## config.mk

```make
export PLATFORM = sky130hd
export DESIGN_NAME = ra_2r1w_sdr_param
export DESIGN_NICKNAME = d
export VERILOG_FILES = /design/src/rtl/ra_2r1w_sdr_param_pkg.sv /design/src/rtl/ra_2r1w_sdr_param_storage.sv /design/src/rtl/ra_2r1w_sdr_param.sv
export SDC_FILE = /design/constraint.sdc
export NUM_CORES = 1
export LEC_CHECK = 0
export CAP_MARGIN = 20
export CORE_MARGIN = 3
export CORE_UTILIZATION = 23
export DETAILED_ROUTE_END_ITERATION = 8
export PLACE_DENSITY = 0.46
export SLEW_MARGIN = 20
export SYNTH_ARGS = -nofsm -noshare
export SYNTH_HDL_FRONTEND = slang
export SYNTH_HIERARCHICAL = 1
export SYNTH_SLANG_ARGS = --single-unit
```

## constraint.sdc

```tcl
create_clock -name clk -period 7.9 [get_ports clk]
set_clock_uncertainty 0.1 [all_clocks]
set_input_delay 1.185 -clock clk [delete_from_list [all_inputs] [get_ports clk]]
set_output_delay 1.185 -clock clk [all_outputs]
set_load 0.03 [all_outputs]
```

## src/rtl/ra_2r1w_sdr_param_pkg.sv

```systemverilog
// ra_2r1w_sdr_param_pkg: shared definitions for the 2R1W SDR register-file wrapper.
//   ra_state_e     : wrapper FSM state (init walk / ready); encodings match legacy
//                    RA_ST_INIT / RA_ST_RDY
//   RA_ADR_W_DFLT  : default address width
//   RA_DAT_W_DFLT  : default data width
//   GENMODE        : generation mode selector kept for toysram compatibility
package ra_2r1w_sdr_param_pkg;

  typedef enum logic [0:0] {
    RA_ST_INIT = 1'b0,
    RA_ST_RDY  = 1'b1
  } ra_state_e;

  localparam int unsigned RA_ADR_W_DFLT = 5;
  localparam int unsigned RA_DAT_W_DFLT = 32;
  localparam int unsigned GENMODE       = 0;

endpackage

```

## src/rtl/ra_2r1w_sdr_param_storage.sv

```systemverilog
// ra_2r1w_storage: behavioural DEPTH x W storage array, no reset.
//   clk        : clock, write commits on posedge
//   rd_adr_0/1 : read addresses (combinational read)
//   rd_dat_0/1 : read data
//   wr_enb     : write enable
//   wr_adr     : write address
//   wr_dat     : write data
module ra_2r1w_storage
  import ra_2r1w_sdr_param_pkg::*;
#(
  parameter int unsigned ADR_W = RA_ADR_W_DFLT,
  parameter int unsigned W     = RA_DAT_W_DFLT
) (
  input  logic             clk,
  input  logic [ADR_W-1:0] rd_adr_0,
  output logic [W-1:0]     rd_dat_0,
  input  logic [ADR_W-1:0] rd_adr_1,
  output logic [W-1:0]     rd_dat_1,
  input  logic             wr_enb,
  input  logic [ADR_W-1:0] wr_adr,
  input  logic [W-1:0]     wr_dat
);

  localparam int unsigned DEPTH = 2**ADR_W;

  logic [W-1:0] mem_q [DEPTH];

  always_ff @(posedge clk) begin
    if (wr_enb) begin
      mem_q[wr_adr] <= wr_dat;
    end
  end

  assign rd_dat_0 = mem_q[rd_adr_0];
  assign rd_dat_1 = mem_q[rd_adr_1];

endmodule

```

## src/rtl/ra_2r1w_sdr_param.sv

```systemverilog
// ra_2r1w_sdr_param: 2R1W SDR register-file wrapper, parametrised depth/width.
//   Stages read/write requests, drives ra_2r1w_storage, bypasses same-cycle
//   write data to matching reads, zero-fills the array after reset.
// Ports:
//   clk                 : clock
//   reset               : asynchronous active-low reset
//   ready               : requests accepted (init walk complete)
//   rd_enb_n/rd_adr_n   : read port n request
//   rd_dat_n/rd_vld_n   : read port n data and valid strobe
//   wr_enb_0/adr_0/dat_0: write request
//   rd_perr_0/1         : read parity error, aligned with rd_vld_n
//   perr_stky           : sticky parity error
// Configuration: define RA_PARITY_EN to store/check an even-parity bit per
// entry; otherwise the parity outputs are tied to 0.
module ra_2r1w_sdr_param
  import ra_2r1w_sdr_param_pkg::*;
#(
  parameter int unsigned ADR_W         = RA_ADR_W_DFLT,
  parameter int unsigned DAT_W         = RA_DAT_W_DFLT,
  parameter int unsigned LATCHRD       = 1,
  parameter int unsigned INIT_ON_RESET = 1
) (
  input  logic             clk,
  input  logic             reset,
  output logic             ready,
  input  logic             rd_enb_0,
  input  logic [0:ADR_W-1] rd_adr_0,
  output logic [0:DAT_W-1] rd_dat_0,
  output logic             rd_vld_0,
  input  logic             rd_enb_1,
  input  logic [0:ADR_W-1] rd_adr_1,
  output logic [0:DAT_W-1] rd_dat_1,
  output logic             rd_vld_1,
  input  logic             wr_enb_0,
  input  logic [0:ADR_W-1] wr_adr_0,
  input  logic [0:DAT_W-1] wr_dat_0,
  output logic             rd_perr_0,
  output logic             rd_perr_1,
  output logic             perr_stky
);

`ifdef RA_PARITY_EN
  localparam int unsigned SW = DAT_W + 1;
`else
  localparam int unsigned SW = DAT_W;
`endif

  ra_state_e        state_q, state_d;
  logic [ADR_W-1:0] cnt_q, cnt_d;

  logic [1:0]       re_q;
  logic [ADR_W-1:0] ra0_q, ra1_q, wa_q;
  logic             we_q;
  logic [DAT_W-1:0] wd_q;

  logic             init;
  logic             s_we;
  logic [ADR_W-1:0] s_wa;
  logic [SW-1:0]    s_wd, s_wd_rdy;
  logic [SW-1:0]    arr0, arr1;
  logic [DAT_W-1:0] arr0_dat, arr1_dat;
  logic             byp0, byp1;
  logic [DAT_W-1:0] d0, d1;
  logic             perr0_raw, perr1_raw;

  // Init walk: one zero write per cycle, leave after address DEPTH-1.
  always_comb begin
    state_d = state_q;
    cnt_d   = cnt_q;
    if (state_q == RA_ST_INIT) begin
      cnt_d = cnt_q + 1'b1;
      if (cnt_q == '1) begin
        state_d = RA_ST_RDY;
      end
    end
  end

  always_ff @(posedge clk or negedge reset) begin
    if (!reset) begin
      state_q <= (INIT_ON_RESET != 0) ? RA_ST_INIT : RA_ST_RDY;
      cnt_q   <= '0;
    end else begin
      state_q <= state_d;
      cnt_q   <= cnt_d;
    end
  end

  assign init  = (state_q == RA_ST_INIT);
  assign ready = (state_q == RA_ST_RDY);

  // Request staging; held cleared while not ready so init ignores requests.
  always_ff @(posedge clk or negedge reset) begin
    if (!reset) begin
      re_q  <= '0;
      ra0_q <= '0;
      ra1_q <= '0;
      we_q  <= 1'b0;
      wa_q  <= '0;
      wd_q  <= '0;
    end else if (!ready) begin
      re_q  <= '0;
      ra0_q <= '0;
      ra1_q <= '0;
      we_q  <= 1'b0;
      wa_q  <= '0;
      wd_q  <= '0;
    end else begin
      re_q  <= {rd_enb_1, rd_enb_0};
      ra0_q <= rd_adr_0;
      ra1_q <= rd_adr_1;
      we_q  <= wr_enb_0;
      wa_q  <= wr_adr_0;
      wd_q  <= wr_dat_0;
    end
  end

`ifdef RA_PARITY_EN
  assign s_wd_rdy = {wd_q, ^wd_q};
`else
  assign s_wd_rdy = wd_q;
`endif

  assign s_we = init | we_q;
  assign s_wa = init ? cnt_q : wa_q;
  assign s_wd = init ? '0 : s_wd_rdy;

  ra_2r1w_storage #(
    .ADR_W (ADR_W),
    .W     (SW)
  ) u_stor (
    .clk      (clk),
    .rd_adr_0 (ra0_q),
    .rd_dat_0 (arr0),
    .rd_adr_1 (ra1_q),
    .rd_dat_1 (arr1),
    .wr_enb   (s_we),
    .wr_adr   (s_wa),
    .wr_dat   (s_wd)
  );

  assign arr0_dat = arr0[SW-1 -: DAT_W];
  assign arr1_dat = arr1[SW-1 -: DAT_W];

  assign byp0 = re_q[0] & we_q & (ra0_q == wa_q);
  assign byp1 = re_q[1] & we_q & (ra1_q == wa_q);
  assign d0   = byp0 ? wd_q : arr0_dat;
  assign d1   = byp1 ? wd_q : arr1_dat;

`ifdef RA_PARITY_EN
  // Checked on the array word; bypassed data never flags.
  assign perr0_raw = re_q[0] & ~byp0 & (^arr0);
  assign perr1_raw = re_q[1] & ~byp1 & (^arr1);
`else
  assign perr0_raw = 1'b0;
  assign perr1_raw = 1'b0;
`endif

  generate
    if (LATCHRD != 0) begin : g_latch
      logic [DAT_W-1:0] dat0_q, dat1_q;
      logic [1:0]       vld_q, perr_q;

      always_ff @(posedge clk or negedge reset) begin
        if (!reset) begin
          dat0_q <= '0;
          dat1_q <= '0;
          vld_q  <= '0;
          perr_q <= '0;
        end else begin
          vld_q  <= re_q;
          perr_q <= {perr1_raw, perr0_raw};
          if (re_q[0]) dat0_q <= d0;
          if (re_q[1]) dat1_q <= d1;
        end
      end

      assign rd_dat_0  = dat0_q;
      assign rd_dat_1  = dat1_q;
      assign rd_vld_0  = vld_q[0];
      assign rd_vld_1  = vld_q[1];
      assign rd_perr_0 = perr_q[0];
      assign rd_perr_1 = perr_q[1];
    end else begin : g_comb
      // Gated to zero when idle so the outputs read 0 through reset.
      assign rd_dat_0  = re_q[0] ? d0 : '0;
      assign rd_dat_1  = re_q[1] ? d1 : '0;
      assign rd_vld_0  = re_q[0];
      assign rd_vld_1  = re_q[1];
      assign rd_perr_0 = perr0_raw;
      assign rd_perr_1 = perr1_raw;
    end
  endgenerate

`ifdef RA_PARITY_EN
  logic stky_q;

  always_ff @(posedge clk or negedge reset) begin
    if (!reset) begin
      stky_q <= 1'b0;
    end else begin
      stky_q <= stky_q | rd_perr_0 | rd_perr_1;
    end
  end

  assign perr_stky = stky_q;
`else
  assign perr_stky = 1'b0;
`endif

endmodule

```

==> flow_summary.toml <==
[sta]
rsz0062_at_grt = "no"
maxSlewHeadroom_pct = 21.93
hold-worst-slack_ns = 0.3556
final_hold_viol_count = 0
clock.fmax_mhz = 234.6
setup_violations = 0
drv_slew = 0
tns_ns = 0
worst-slew-pin-transition_ns = 1.168
period_minus_slack_ns = 4.263
finalCritPeriodShare_pct = 53.96

[route]
drtPass1Iterations = 7
wl_mm = 195.5
vias = 34830
drc = 0
vias_per_cell = 4.885
wl_per_cell_um = 27.43
initialDrtViolationCount = 3071
ant_nets = 0

[worst_setup_path]
slowest_delay_ns = 1.03
critical_path.cell_chain = "mux2_2 > nand3b_1 > nor2_4 > buf_4"
rr_startpoint = "ready$_DFF_PN0_"
startpoint_type = "register"
cpLargestDelayFamily = "simple AND/OR/NAND/NOR gates"
rr_worst_depth = 4
worstReg2RegEnd = "u_stor/mem_q[1][24]$_DFFE_PP_"
rrSetupSlack_ns = 3.64
worstSetupPathType = "register to register"
cp_num_buf_inv = 1
worst_setup_path_end_kind = "register"
required_ns = 8.18
crit_slowest_cell = "nor2_4"
cp_max_fo = 60
arrival_ns = 4.54

[cts]
cts_max_path_buffers = 3
cts_tree = "built"
cts.sinks = 1146
cts_root_buf = "clkbuf_16"
htree_levels = 4
cts.reportedPaths.clkPinSlew_ns = 0.06
ctsHoldBuffers = 0
clk_latency_ns = 0.77
cts_inserted_buffers = 134
postCtsResizedCells = 0
cts_setup_buffers = 0

[logic_synthesis]
ys_seq_elements = 1146
syn_area_per_cell_um2 = 14.43
syn-cell-area_um2 = 54490
synth-async-reset-ratio_pct = 10.65
ys_types = 34
synth_edf_count = 1024
synth_warnings = 6
netlist_instances = 3777
synthFlopType = "edfxtp_1"
yosysSeqAreaShare_pct = 62.04

[placement]
finalWeightedCongestion = 0.7826
io_buffers = 118
dp_hpwl_mm = 111.8

[floorplan]
core-area_um2 = 235400
num_rows = 178
fp.dieW_um = 492.7
die-area_um2 = 242800
start_util_pct = 23.15
chipHeight_um = 492.7
ios = 122

[layout]
post-route-util_pct = 27.06
seq_area_um2 = 33820
final_cell_mix = "mux2i_1 (1024), edfxtp_1 (1024), nand3_1 (194), nand2_1 (193)"
fill_cells = 24010
multi_input_area_um2 = 19300
synthToLayoutAreaGrowth_pct = 16.90
layout-drive-gt1-share_pct = 13.12
nNetsFinal = 3926
antenna_cells = 0

[worst_hold_path]
hold_path_class = "input pin to async pin"

[grt]
grt_start_max_net_pins = 115
grt.total_usage_pct = 15.65
antenna_found_initial = 13
grt_first_pass_wirelength_mm = 274.0
gr-total-overflow = 0
grt_pass1_vias = 35640

[pwr]
power.density_nw_per_um2 = 228.2
vdd_drop_max_v = 0.0001576
leakage_nw = 23.23

[status]
run_status = "finished clean"

[run]
maxCapViolCount = 0
final cells by class:
class / count / share of cell area (%)
well taps: 3150 / 6.188
clock inverters: 63 / 0.9331
multi-input cells: 2353 / 30.30
flip-flops and latches: 1146 / 53.09
repair buffers: 237 / 3.554
clock buffers: 180 / 5.930
stage by stage:
step | instance area [um2] | setup WS, ns | power (W) | instances
after global routing | 63690 | 3.531 | 0.01503 | 7129
after floorplan | 54490 | 4.104 | 0.007784 | 3779
after detailed placement | 59320 | 3.692 | 0.008433 | 6886
after CTS | 63690 | 3.653 | 0.01471 | 7129
after global placement | 59310 | 3.767 | 0.008432 | 6886
final | 63690 | 3.637 | 0.01453 | 7129
registers in the layout (all words and copies together), names as in the netlist:
| register | count |
|---|---|
| u_stor/mem_q | 1024 |
| rd_dat_0 | 32 |
| rd_dat_1 | 32 |
| s_wd_rdy | 32 |
| cnt_q | 5 |
| ra0_q | 5 |
| ra1_q | 5 |
| wa_q | 5 |
| g_latch.vld_q | 2 |
| re_q | 2 |
| ready | 1 |
| we_q | 1 |
cells by family (layout without fill, tap and decap cells):
kind of cell               count (synthesis)  in the layout  synth area share, %
AOI/OAI and AO/OA                        576            576                7.201
other                                      1              3             0.006882
adders and majority gates                  2              2              0.04592
DFF                                     1146           1146                62.04
and+or+nand+nor                          600            600                5.316
muxes                                   1159           1159                22.01
buffers and inverters                    280            480                3.169
xor gates and xnor gates                  13             13               0.2090
cell usage after synthesis (72+ instances only):
master    instances  area, um2
a21oi_1         192      960.9
a22o_1          128       1121
a22oi_1         192       1441
and2_1           84      525.5
buf_2            72      360.4
clkbuf_1        102      382.9
dfrtp_1         122       3053
edfxtp_1       1024      30750
mux2_2           75      844.6
mux2i_1        1024      10250
nand2_1         195      732.0
nand3_1         194      970.9
worst max path at each step:
stage          cells after the start                from                             to  slack, ns
6_report                           4     ready$_DFF_PN0_  u_stor/mem_q[1][24]$_DFFE_PP_       3.64
5_1_grt                            4     ready$_DFF_PN0_  u_stor/mem_q[1][24]$_DFFE_PP_       3.53
4_1_cts                            4     ready$_DFF_PN0_  u_stor/mem_q[1][24]$_DFFE_PP_       3.65
3_5_place_dp                       4     ready$_DFF_PN0_  u_stor/mem_q[1][29]$_DFFE_PP_       3.69
3_3_place_gp                       9  ra0_q[1]$_DFF_PN0_       rd_dat_0[17]$_DFFE_PN0P_       3.77
2_1_floorplan                      5     ready$_DFF_PN0_  u_stor/mem_q[12][0]$_DFFE_PP_       4.10
where the power goes:
| part | internal (W) | total [W] | switching [W] |
|---|---|---|---|
| registers | 0.00669 | 0.00678 | 0.0000862 |
| clock network | 0.00366 | 0.00623 | 0.00257 |
| logic | 0.000565 | 0.00152 | 0.000956 |
| total | 0.0109 | 0.0145 | 0.00362 |
metal layers:
| metal | vias to the layer above | track usage [%] | part of all wire, % |
|---|---|---|---|
| met2 | 1382 | 24.59 | 45 |
| met1 | 18210 | 22.21 | 46 |
| li1 | 14940 | - | - |
| met3 | 293 | 2.285 | 6.0 |
| met5 | - | 0 | 0 |
| met4 | 0 | 4.790 | 2.8 |
(Power assumes the default switching activity.)
